**src/rtl/vga_timing_monitor_if.sv**
```systemverilog
// Signal bundle between a VGA timing source and vga_timing_monitor.
// SHLOAD_CHECK_EN adds shload_n / shload_err to the bundle.
interface vga_timing_monitor_if;
  logic        hsync;
  logic        vsync;
  logic        blank;
  logic        locked;
  logic [9:0]  x;
  logic [8:0]  y;
  logic        pix_valid;
  logic        frame_stb;
  logic [10:0] h_meas;
  logic [10:0] a_meas;
  logic [8:0]  v_meas;
  logic [7:0]  err_cnt;
`ifdef SHLOAD_CHECK_EN
  logic        shload_n;
  logic        shload_err;

  modport master (
    output hsync, vsync, blank, shload_n,
    input  locked, x, y, pix_valid, frame_stb, h_meas, a_meas, v_meas, err_cnt, shload_err
  );
  modport slave (
    input  hsync, vsync, blank, shload_n,
    output locked, x, y, pix_valid, frame_stb, h_meas, a_meas, v_meas, err_cnt, shload_err
  );
`else
  modport master (
    output hsync, vsync, blank,
    input  locked, x, y, pix_valid, frame_stb, h_meas, a_meas, v_meas, err_cnt
  );
  modport slave (
    input  hsync, vsync, blank,
    output locked, x, y, pix_valid, frame_stb, h_meas, a_meas, v_meas, err_cnt
  );
`endif
endinterface

```
**src/rtl/vga_timing_monitor.sv**
```systemverilog
// Sink-side VGA timing checker: measures line/frame geometry, locks on the configured mode,
// reconstructs (x, y) and counts violations. SHLOAD_CHECK_EN enables the shift-load phase check.
//
// state   | meaning
// SEARCH  | waiting for a vsync edge to start a measurement frame
// MEASURE | measuring one full frame; good frame -> LOCKED
// LOCKED  | geometry matches; any bad line/frame or timeout drops to SEARCH
module vga_timing_monitor #(
  parameter int H_TOTAL   = 800,
  parameter int H_ACTIVE  = 640,
  parameter int V_TOTAL   = 449,
  parameter int V_ACTIVE  = 400,
  parameter int HSYNC_ACT = 0,
  parameter int VSYNC_ACT = 1
) (
  input logic                 pclk,
  input logic                 rst_n,
  vga_timing_monitor_if.slave mon
);

  typedef enum logic [1:0] {
    SEARCH  = 2'd0,
    MEASURE = 2'd1,
    LOCKED  = 2'd2
  } state_t;

  localparam logic [10:0] CNT_MAX = 11'h7ff;
  localparam logic [8:0]  V_MAX   = 9'h1ff;
  localparam logic [9:0]  X_MAX   = 10'h3ff;
  localparam logic [10:0] H_TOT   = 11'(H_TOTAL);
  localparam logic [10:0] H_ACT   = 11'(H_ACTIVE);
  localparam logic [8:0]  V_TOT   = 9'(V_TOTAL);
  localparam logic [8:0]  V_ACT   = 9'(V_ACTIVE);
  localparam logic        HS_ACT  = 1'(HSYNC_ACT);
  localparam logic        VS_ACT  = 1'(VSYNC_ACT);

  state_t      state, state_nxt;
  logic        fsm_err;

  logic        hs_r, hs_d, vs_r, vs_d, bl_r;
  logic        hs_edge, vs_edge;
  logic [10:0] h_cnt, act_cnt, h_meas, a_meas, h_period;
  logic [8:0]  v_cnt, va_cnt, v_meas, y;
  logic [9:0]  x;
  logic        h_seen, frame_bad, to_flag, frame_stb;
  logic        line_act, line_bad, frame_good, timeout, to_err;
  logic [7:0]  err_cnt;
  logic [9:0]  err_sum;
  logic        shl_inc;

  assign hs_edge    = (hs_r == HS_ACT) && (hs_d != HS_ACT);
  assign vs_edge    = (vs_r == VS_ACT) && (vs_d != VS_ACT);
  // h_cnt saturates, so a timed-out line reports the ceiling rather than wrapping to 0
  assign h_period   = (h_cnt == CNT_MAX) ? CNT_MAX : h_cnt + 11'd1;
  assign line_act   = (act_cnt != 11'd0);
  assign line_bad   = hs_edge && h_seen &&
                      ((h_period != H_TOT) || (line_act && (act_cnt != H_ACT)));
  assign frame_good = !frame_bad && (v_cnt == V_TOT) && (va_cnt == V_ACT);
  assign timeout    = (h_cnt == CNT_MAX);
  assign to_err     = timeout && !to_flag;

`ifdef SHLOAD_CHECK_EN
  logic shl_r, shl_line, shload_err, shl_bad;

  // shload_n must be low on the last pixel of every 8-pixel group
  assign shl_bad = !bl_r && (shl_r != (x[2:0] != 3'b111));
  assign shl_inc = shl_bad && !shl_line;

  always_ff @(posedge pclk or negedge rst_n) begin
    if (!rst_n) begin
      shl_r      <= 1'b1;
      shl_line   <= 1'b0;
      shload_err <= 1'b0;
    end else begin
      shl_r <= mon.shload_n;
      if (hs_edge)
        shl_line <= 1'b0;
      else if (shl_bad)
        shl_line <= 1'b1;
      if (shl_bad)
        shload_err <= 1'b1;
    end
  end

  assign mon.shload_err = shload_err;
`else
  assign shl_inc = 1'b0;
`endif

  always_ff @(posedge pclk or negedge rst_n) begin
    if (!rst_n)
      state <= SEARCH;
    else
      state <= state_nxt;
  end

  always_comb begin
    state_nxt = state;
    fsm_err   = 1'b0;
    case (state)
      SEARCH: begin
        if (vs_edge)
          state_nxt = MEASURE;
      end
      MEASURE: begin
        if (vs_edge) begin
          if (frame_good)
            state_nxt = LOCKED;
          else
            fsm_err = 1'b1;
        end
      end
      LOCKED: begin
        if (line_bad || (vs_edge && !frame_good)) begin
          state_nxt = SEARCH;
          fsm_err   = 1'b1;
        end
      end
      default: state_nxt = SEARCH;
    endcase
    // a timeout episode is charged once via to_err, never again by the FSM
    if (timeout) begin
      state_nxt = SEARCH;
      fsm_err   = 1'b0;
    end
  end

  assign err_sum = {2'b00, err_cnt} + 10'(fsm_err) + 10'(to_err) + 10'(shl_inc);

  always_ff @(posedge pclk or negedge rst_n) begin
    if (!rst_n) begin
      hs_r      <= ~HS_ACT;
      hs_d      <= ~HS_ACT;
      vs_r      <= ~VS_ACT;
      vs_d      <= ~VS_ACT;
      bl_r      <= 1'b1;
      h_cnt     <= '0;
      act_cnt   <= '0;
      h_meas    <= '0;
      a_meas    <= '0;
      v_cnt     <= '0;
      va_cnt    <= '0;
      v_meas    <= '0;
      x         <= '0;
      y         <= '0;
      h_seen    <= 1'b0;
      frame_bad <= 1'b0;
      to_flag   <= 1'b0;
      frame_stb <= 1'b0;
      err_cnt   <= '0;
    end else begin
      hs_r      <= mon.hsync;
      hs_d      <= hs_r;
      vs_r      <= mon.vsync;
      vs_d      <= vs_r;
      bl_r      <= mon.blank;
      frame_stb <= vs_edge;

      if (hs_edge) begin
        h_cnt   <= '0;
        act_cnt <= '0;
        x       <= '0;
        h_seen  <= 1'b1;
        if (h_seen) begin
          h_meas <= h_period;
          a_meas <= act_cnt;
        end
      end else begin
        if (h_cnt != CNT_MAX)
          h_cnt <= h_cnt + 11'd1;
        if (!bl_r && (act_cnt != CNT_MAX))
          act_cnt <= act_cnt + 11'd1;
        if (!bl_r && (x != X_MAX))
          x <= x + 10'd1;
      end

      // an hsync edge coinciding with vsync opens the new frame
      if (vs_edge) begin
        v_meas <= v_cnt;
        v_cnt  <= hs_edge ? 9'd1 : 9'd0;
        va_cnt <= (hs_edge && line_act) ? 9'd1 : 9'd0;
        y      <= '0;
      end else if (hs_edge) begin
        if (v_cnt != V_MAX)
          v_cnt <= v_cnt + 9'd1;
        if (line_act && (va_cnt != V_MAX))
          va_cnt <= va_cnt + 9'd1;
        if (line_act && (y != V_MAX))
          y <= y + 9'd1;
      end

      if (vs_edge)
        frame_bad <= line_bad;
      else if (line_bad)
        frame_bad <= 1'b1;

      if (hs_edge)
        to_flag <= 1'b0;
      else if (timeout)
        to_flag <= 1'b1;

      err_cnt <= (err_sum > 10'd255) ? 8'd255 : err_sum[7:0];
    end
  end

  assign mon.locked    = (state == LOCKED);
  assign mon.pix_valid = (state == LOCKED) && !bl_r;
  assign mon.x         = x;
  assign mon.y         = y;
  assign mon.frame_stb = frame_stb;
  assign mon.h_meas    = h_meas;
  assign mon.a_meas    = a_meas;
  assign mon.v_meas    = v_meas;
  assign mon.err_cnt   = err_cnt;

endmodule

```
**src/flat_wrapper.sv**
```systemverilog
// flat-port wrapper written by rule: the top's interface ports become plain ports
module vga_timing_monitor_flat 
#(
  parameter int H_TOTAL   = 800,
  parameter int H_ACTIVE  = 640,
  parameter int V_TOTAL   = 449,
  parameter int V_ACTIVE  = 400,
  parameter int HSYNC_ACT = 0,
  parameter int VSYNC_ACT = 1
)
  (pclk, rst_n, mon_hsync, mon_vsync, mon_blank, mon_locked, mon_x, mon_y, mon_pix_valid, mon_frame_stb, mon_h_meas, mon_a_meas, mon_v_meas, mon_err_cnt);
  vga_timing_monitor_if mon_i ();
  input logic pclk;
  input logic rst_n;
  input wire logic [$bits(mon_i.hsync)-1:0] mon_hsync;
  input wire logic [$bits(mon_i.vsync)-1:0] mon_vsync;
  input wire logic [$bits(mon_i.blank)-1:0] mon_blank;
  output wire logic [$bits(mon_i.locked)-1:0] mon_locked;
  output wire logic [$bits(mon_i.x)-1:0] mon_x;
  output wire logic [$bits(mon_i.y)-1:0] mon_y;
  output wire logic [$bits(mon_i.pix_valid)-1:0] mon_pix_valid;
  output wire logic [$bits(mon_i.frame_stb)-1:0] mon_frame_stb;
  output wire logic [$bits(mon_i.h_meas)-1:0] mon_h_meas;
  output wire logic [$bits(mon_i.a_meas)-1:0] mon_a_meas;
  output wire logic [$bits(mon_i.v_meas)-1:0] mon_v_meas;
  output wire logic [$bits(mon_i.err_cnt)-1:0] mon_err_cnt;
  assign mon_i.hsync = mon_hsync;
  assign mon_i.vsync = mon_vsync;
  assign mon_i.blank = mon_blank;
  assign mon_locked = mon_i.locked;
  assign mon_x = mon_i.x;
  assign mon_y = mon_i.y;
  assign mon_pix_valid = mon_i.pix_valid;
  assign mon_frame_stb = mon_i.frame_stb;
  assign mon_h_meas = mon_i.h_meas;
  assign mon_a_meas = mon_i.a_meas;
  assign mon_v_meas = mon_i.v_meas;
  assign mon_err_cnt = mon_i.err_cnt;
  vga_timing_monitor #(.H_TOTAL(H_TOTAL), .H_ACTIVE(H_ACTIVE), .V_TOTAL(V_TOTAL), .V_ACTIVE(V_ACTIVE), .HSYNC_ACT(HSYNC_ACT), .VSYNC_ACT(VSYNC_ACT)) u_core (.pclk(pclk), .rst_n(rst_n), .mon(mon_i));
endmodule
```
**config.mk**
```make
export PLATFORM = sky130hd
export DESIGN_NAME = vga_timing_monitor_flat
export DESIGN_NICKNAME = d
export VERILOG_FILES = /design/src/rtl/vga_timing_monitor_if.sv /design/src/rtl/vga_timing_monitor.sv /design/src/flat_wrapper.sv
export SDC_FILE = /design/constraint.sdc
export NUM_CORES = 1
export LEC_CHECK = 0
export ABC_CLOCK_PERIOD_IN_PS = 11250
export BUFFER_PORTS_ARGS = -buffer_cell sky130_fd_sc_hd__buf_2
export CORE_MARGIN = 2
export CORE_UTILIZATION = 59
export DETAILED_ROUTE_END_ITERATION = 10
export HOLD_SLACK_MARGIN = 0.08
export PLACE_DENSITY = 0.81
export RECOVER_POWER = 100
export SYNTH_ARGS = -nofsm -noshare
export SYNTH_HDL_FRONTEND = slang
export SYNTH_SLANG_ARGS = --single-unit
```
**constraint.sdc**
```tcl
create_clock -name pclk -period 11.25 [get_ports pclk]
set_input_delay 0.5625 -clock pclk [delete_from_list [all_inputs] [get_ports pclk]]
set_output_delay 0.5625 -clock pclk [all_outputs]
set_load 0.005 [all_outputs]
```
Yosys cells after proc, flatten, opt, wreduce, memory -nomap -nowiden
Cells that the tools add are included.
{"block": "totals", "inputBits": 5, "elab_cells": 119, "reg_bits": 109}
{"block": "classes", "eq_ne": 17, "n_reduce_logical": 37, "mux": 34, "order_cmp": 1, "addsub": 8, "n_bitwise": 2}
{"operator": "two-way mux 9 bit", "n": 9}
{"operator": "two-way mux 11 bit", "n": 5}
{"operator": "adder 9 x 1 -> 9 bit, second input constant", "n": 3}
{"operator": "inequality test 9 bit, second input constant", "n": 3}
{"operator": "adder 11 x 1 -> 11 bit, second input constant", "n": 2}
{"operator": "inequality test 11 x 10 -> 1 bit, second input constant", "n": 2}
{"operator": "inequality test 11 bit, second input constant", "n": 2}
{"operator": "two-way mux 10 bit", "n": 2}
{"operator": "equality test 9 bit, second input constant", "n": 2}
{"operator": "nonzero test 2 bit", "n": 9}
{"operator": "logical AND 1 bit", "n": 15}
{"operator": "inequality test 3 x 1 -> 1 bit, second input constant", "n": 4}
{"operator": "equality test 11 bit, second input constant", "n": 1}
{"operator": "nonzero test 11 bit", "n": 1}
{"operator": "adder 10 x 1 -> 10 bit", "n": 1}
{"operator": "adder 10 x 1 -> 10 bit, second input constant", "n": 1}
{"operator": "> comparator 10 x 8 -> 1 bit, second input constant", "n": 1}
{"operator": "two-way mux 1 bit", "n": 10}
{"operator": "two-way mux 2 bit", "n": 5}
{"operator": "inequality test 10 bit, second input constant", "n": 1}
{"operator": "adder 8 x 1 -> 9 bit", "n": 1}
{"operator": "two-way mux 8 bit", "n": 1}
{"operator": "AND reduction 2 bit", "n": 4}
{"operator": "case mux 2 bit (3 select lines)", "n": 1}
{"operator": "8 further kinds", "n": 13}

Depth between registers and ports, before layout
{"block": "depth", "word_depth": 13, "ltp_mapped": 18}

Worst setup path before layout
OpenSTA, ideal clock, no wires.
{"block": "synth_path", "kind": "register to register", "startpoint": "reg u_core.h_cnt[0]", "endpoint": "reg u_core.err_cnt[0], in the netlist u_core.mon.err_cnt[0]", "path_slack_ps": 7671, "period_less_slack_ps": 3579, "t_arrival_ps": 3510, "stages_incl_launch_ff": 19, "path_buffers": 1, "cell_sequence": "dfrtp_1 -> ha_1 -> and2_1 -> buf_6 -> or4b_1 -> o21ai_1 -> a32o_1 -> a31oi_2 -> nand2_1 -> a21oi_1 -> ha_1 -> ha_1 -> nand2b_1 -> a21oi_1 -> o21ai_0 -> or3_1 -> o21ai_0 -> nand2_1 -> nand2b_1"}
{"block": "synth_via", "elab_chain_len": 13}
{"item": "start, declared", "line": "vga_timing_monitor.sv:42", "rtl": "logic [10:0] h_cnt, act_cnt, h_meas, a_meas, h_period;"}
{"item": "start signal, assigned", "line": "vga_timing_monitor.sv:170", "rtl": "h_cnt <= h_cnt + 11'd1;"}
{"item": "adder 11 x 1 -> 11 bit / equality test 11 bit (equally long branches)", "line": "vga_timing_monitor.sv:54, vga_timing_monitor.sv:59"}
{"item": "two-way mux 11 bit", "line": "vga_timing_monitor.sv:54", "rtl": "assign h_period = (h_cnt == CNT_MAX) ? CNT_MAX : h_cnt + 11'd1;"}
{"item": "inequality test 11 x 10 -> 1 bit", "line": "vga_timing_monitor.sv:57", "rtl": "((h_period != H_TOT) || (line_act && (act_cnt != H_ACT)));"}
{"item": "logical OR 1 bit", "line": "vga_timing_monitor.sv:57"}
{"item": "logical AND 1 bit", "line": "vga_timing_monitor.sv:56", "rtl": "assign line_bad = hs_edge && h_seen &&"}
{"item": "logical OR 1 bit", "line": "vga_timing_monitor.sv:114", "rtl": "if (line_bad || (vs_edge && !frame_good)) begin"}
{"item": "two-way mux 1 bit", "line": "vga_timing_monitor.sv:114"}
{"item": "case mux 1 bit (2 select lines)", "line": "vga_timing_monitor.sv:100", "rtl": "case (state)"}
{"item": "two-way mux 1 bit", "line": "vga_timing_monitor.sv:122", "rtl": "if (timeout) begin"}
{"item": "adder 8 x 1 -> 9 bit", "line": "vga_timing_monitor.sv:128", "rtl": "assign err_sum = {2'b00, err_cnt} + 10'(fsm_err) + 10'(to_err) + 10'(shl_inc);"}
{"item": "adder 10 x 1 -> 10 bit (*)", "line": "vga_timing_monitor.sv:128"}
{"item": "> comparator 10 x 8 -> 1 bit", "line": "vga_timing_monitor.sv:202", "rtl": "err_cnt <= (err_sum > 10'd255) ? 8'd255 : err_sum[7:0];"}
{"item": "two-way mux 8 bit (*)", "line": "vga_timing_monitor.sv:202"}
{"item": "end signal, assigned", "line": "vga_timing_monitor.sv:202"}
{"item": "end, declared", "line": "vga_timing_monitor.sv:47", "rtl": "logic [7:0] err_cnt;"}
Mark *: on every way between the ends. The rest lies on a longest branch, timed or not.
A chain may end at the register's enable or synchronous reset.

Worst setup path after layout
{"block": "layout_path", "startpoint": "reg u_core.hs_d", "endpoint": "reg u_core.err_cnt[0], in the netlist u_core.mon.err_cnt[0]"}
{"block": "layout_via", "elab_chain_len": 11}
{"item": "start, declared", "line": "vga_timing_monitor.sv:40", "rtl": "logic hs_r, hs_d, vs_r, vs_d, bl_r;"}
{"item": "start signal, assigned", "line": "vga_timing_monitor.sv:133", "rtl": "hs_d <= ~HS_ACT;"}
{"item": "start signal, assigned", "line": "vga_timing_monitor.sv:153", "rtl": "hs_d <= hs_r;"}
{"item": "logical AND 1 bit (*)", "line": "vga_timing_monitor.sv:51", "rtl": "assign hs_edge = (hs_r == HS_ACT) && (hs_d != HS_ACT);"}
{"item": "logical AND 1 bit (*) (2 in a row)", "line": "vga_timing_monitor.sv:56"}
{"item": "logical OR 1 bit (*)", "line": "vga_timing_monitor.sv:114"}
{"item": "two-way mux 1 bit (*)", "line": "vga_timing_monitor.sv:114"}
{"item": "case mux 1 bit (2 select lines) (*)", "line": "vga_timing_monitor.sv:100"}
{"item": "two-way mux 1 bit (*)", "line": "vga_timing_monitor.sv:122"}
{"item": "adder 8 x 1 -> 9 bit (*)", "line": "vga_timing_monitor.sv:128"}
{"item": "adder 10 x 1 -> 10 bit (*)", "line": "vga_timing_monitor.sv:128"}
{"item": "> comparator 10 x 8 -> 1 bit", "line": "vga_timing_monitor.sv:202"}
{"item": "two-way mux 8 bit (*)", "line": "vga_timing_monitor.sv:202"}
Marks and branches as above.

==> results.py <==
metrics = {
    "power": {
        "irDropWorstVdd_mv": 0.101,
        "power_frac_seq_pct": 53.9,
        "power.internal_mw": 0.616,
        "combPwrFrac_pct": 19.8,
        "p_leak_nw": 2.83,
        "p_per_area_mw_per_mm2": 154,
        "swShare_pct": 30.8,
        "switchingPower_mw": 0.274,
        "p_clk_share_pct": 26.2,
    },
    "logic_synthesis": {
        "synth.ff_latch_count": 109,
        "yosys_warnings": 0,
        "synth_cell_type_count": 54,
        "async_flop_share_pct": 100,
        "synth_most_common_cell": "dfrtp_1",
        "yosys-top-cells-count": "dfrtp_1, nand2_1, nor2_1",
        "synth_area_leaders": "dfrtp_1, nand2_1, xor2_1, nor2_1, ha_1",
        "synth-main-ff-cell": "dfrtp_1",
        "synth_top_area_cell": "dfrtp_1",
        "syn_area_per_cell_um2": 9.86,
        "yosysSeqAreaShare_pct": 51.9,
        "syn_nets": 558,
        "synthCells": 534,
        "netlist_area_mm2": 0.00527,
        "yosysTopAreaCellShare_pct": 50.4,
        "synth-edff-count": 0,
    },
    "global_routing": {
        "grt_pass1_wl_um": 17500,
        "grt_usage_pct": 22.1,
        "grt_max_degree": 58,
        "grt_pass1_vias": 3787,
        "grt_overflow_total": 0,
        "antenna_found_initial": 0,
    },
    "place": {
        "hpwl_um": 7170,
        "io_buffers": 65,
        "place.gp.congestion": 0.884,
        "dpl_worst_slack_ps": 7270,
    },
    "clocking": {
        "cts_tree": "done",
        "cts_made_buffers": 9,
        "cts_root_buffer": "clkbuf_8",
        "post_cts_resized": 0,
        "clock_latency_ps": 370,
        "clockBufferDepth": 2,
        "cts.sinks": 109,
        "post-cts-setup-buffers": 0,
        "h-tree-depth": 3,
        "clk_pin_slew_worst_paths_ps": 100,
        "ctsHoldBuffers": 0,
    },
    "sta": {
        "hold_viol": 0,
        "setup_viol": 0,
        "max_freq_mhz": 180,
        "rsz0062_at_grt": "no",
        "fin_crit_ps": 5560,
        "fin_ws_ps": 5690,
        "setup_tns_ps": 0,
        "slew_headroom_pct": -90.5,
        "worst_slew_pin_slew_ps": 2860,
        "finalCritPeriodShare_pct": 49.4,
        "clock-skew-final_ps": 9.02,
        "drv_slew": 190,
    },
    "floorplan": {
        "chipWidth_um": 98.5,
        "start_util_pct": 60.7,
        "boundaryPins": 66,
        "coreArea_mm2": 0.00868,
        "dieArea_mm2": 0.00970,
        "fp-row-count": 34,
        "fp.dieH_um": 98.5,
    },
    "route": {
        "drt-pass1-iter-count": 4,
        "wire_per_inst_um": 14.4,
        "wirelength_um": 10200,
        "vias": 3988,
        "via_per_inst": 5.64,
        "dr.first_iter.drc_count": 216,
        "drc": 0,
        "drtAntennaViolNets": 0,
    },
    "run_status": {
        "status": "complete, but fails checks",
        "violations": "max-capacitance violations, max-slew violations",
    },
    "cells_and_area": {
        "syn2layout_area_growth_pct": 10.1,
        "final_nets": 618,
        "num-fill-cells": 703,
        "num_antenna_cells": 0,
        "drive_above_1_share_pct": 13.7,
    },
    "worst_setup_path": {
        "cp.required_ps": 11560,
        "end_kind": "register",
        "critPathLaunchType": "register",
        "worstPathArrival_ps": 5870,
        "cp_max_fo": 37,
        "worstSetupPathType": "register to register",
    },
    "flow_run": {
        "max_cap_viol_count": 4,
    },
    "worst_hold_path": {
        "hold_path.class": "primary input to register",
    },
}
## logic make-up after synthesis
kind of cell	after synthesis	share of synthesized area, %
flip-flops	109	51.9
AO/OA/AOI/OAI	67	7.96
XOR/XNOR	49	8.15
AND/OR/NAND/NOR	247	22.2
buffers and inverters	30	2.64
adder cells (fa/ha/maj)	19	4.51
multiplexers	13	2.66
## routing by layer
layer | global-route usage (%) | vias to the layer above | wire length [um]
met5 | 0 | - | 0
met3 | 3.40 | 15 | 415
met1 | 30.9 | 1943 | 4780
met4 | 7.90 | 0 | 185
li1 | - | 1935 | -
met2 | 35.6 | 95 | 4800
## flip-flops by register name, summed over array words and instances (netlist names)
name,count
u_core.mon.x,10
u_core.act_cnt,11
u_core.frame_bad,1
u_core.mon.v_meas,9
u_core.vs_d,1
u_core.bl_r,1
u_core.vs_r,1
u_core.mon.a_meas,11
u_core.mon.frame_stb,1
u_core.h_cnt,11
u_core.state,2
u_core.va_cnt,9
u_core.mon.y,9
u_core.to_flag,1
u_core.v_cnt,9
u_core.mon.err_cnt,8
u_core.hs_d,1
u_core.mon.h_meas,11
u_core.hs_r,1
u_core.h_seen,1
## cells in the final DEF (no fill, tap or decap), types with 4 or more instances in the layout
cell,instances
o21ai_0,27
xor2_1,33
or3_1,8
xnor2_1,16
and4_1,4
mux2i_1,5
nand3_1,13
inv_1,11
nand2b_1,4
nor2_1,75
and3_1,7
buf_2,45
nand2_1,86
clkbuf_1,21
mux2_2,8
dfrtp_1,106
a21oi_1,19
nand4_1,16
nor3_1,6
nand3b_1,4
a31oi_1,4
ha_1,19
clkbuf_8,9
## layout make-up
| type | count | area [um2] | share of cell area [%] |
|---|---|---|---|
| Multi-Input combinational cell | 395 | 2390 | 41.2 |
| Timing Repair Buffer | 68 | 313 | 5.39 |
| Clock inverter | 6 | 63.8 | 1.10 |
| Inverter | 11 | 41.3 | 0.712 |
| Sequential cell | 109 | 2730 | 47.1 |
| Tap cell | 108 | 135 | 2.33 |
| Clock buffer | 10 | 128 | 2.20 |
## through the flow
| stage | cells | util, % | cell area, um2 | hold WS (ps) | power (mW) |
|---|---|---|---|---|---|
| finish | 707 | 66.8 | 5800 | 272 | 0.890 |
| global route | 707 | 66.8 | 5800 | 261 | 0.942 |
| CTS | 707 | 67.4 | 5850 | 233 | 0.900 |
| detailed placement | 691 | 65.2 | 5660 | 373 | 0.667 |
| global placement | 691 | 65.2 | 5660 | 358 | 0.658 |
| floorplan | 534 | - | 5270 | 267 | 0.599 |
## final timing paths
| path | start | to | slack (ps) | cells after the start |
|---|---|---|---|---|
| max in group asynchronous | rst_n | u_core.v_cnt[8] | 6460 | 2 |
| hold reg to reg | u_core.vs_r | u_core.vs_d | 380 | 0 |
| min in group asynchronous | rst_n | u_core.mon.err_cnt[5] | 1060 | 1 |
| setup reg to reg | u_core.hs_d | u_core.mon.err_cnt[0] | 5690 | 15 |
| setup / recovery | u_core.hs_d | u_core.mon.err_cnt[0] | 5690 | 15 |
| hold / removal | mon_blank | u_core.bl_r | 270 | 1 |
## worst max-delay path: stages, from the launching register on
cell      delay (ps)
dfstp_2          530
inv_1             70
nor2_2           100
clkbuf_1        1110
nand2_1         1080
a31oi_1          610
nand2_1          110
a21oi_1          150
ha_1             220
and2_0           290
nand4_1          160
xor2_1           200
or3_1            390
o21ai_0          160
nand2_1          180
nand2b_1         120
## power by group through the flow
stage | clock network [mW] | logic [mW] | registers (mW)
3_5_place_dp | 0 | 0.180 | 0.487
3_3_place_gp | 0 | 0.175 | 0.483
4_1_cts | 0.238 | 0.183 | 0.479
6_report | 0.234 | 0.177 | 0.480
5_1_grt | 0.253 | 0.202 | 0.487
2_1_floorplan | 0 | 0.125 | 0.474
No activity file was read; power rests on OpenSTA's default activity.
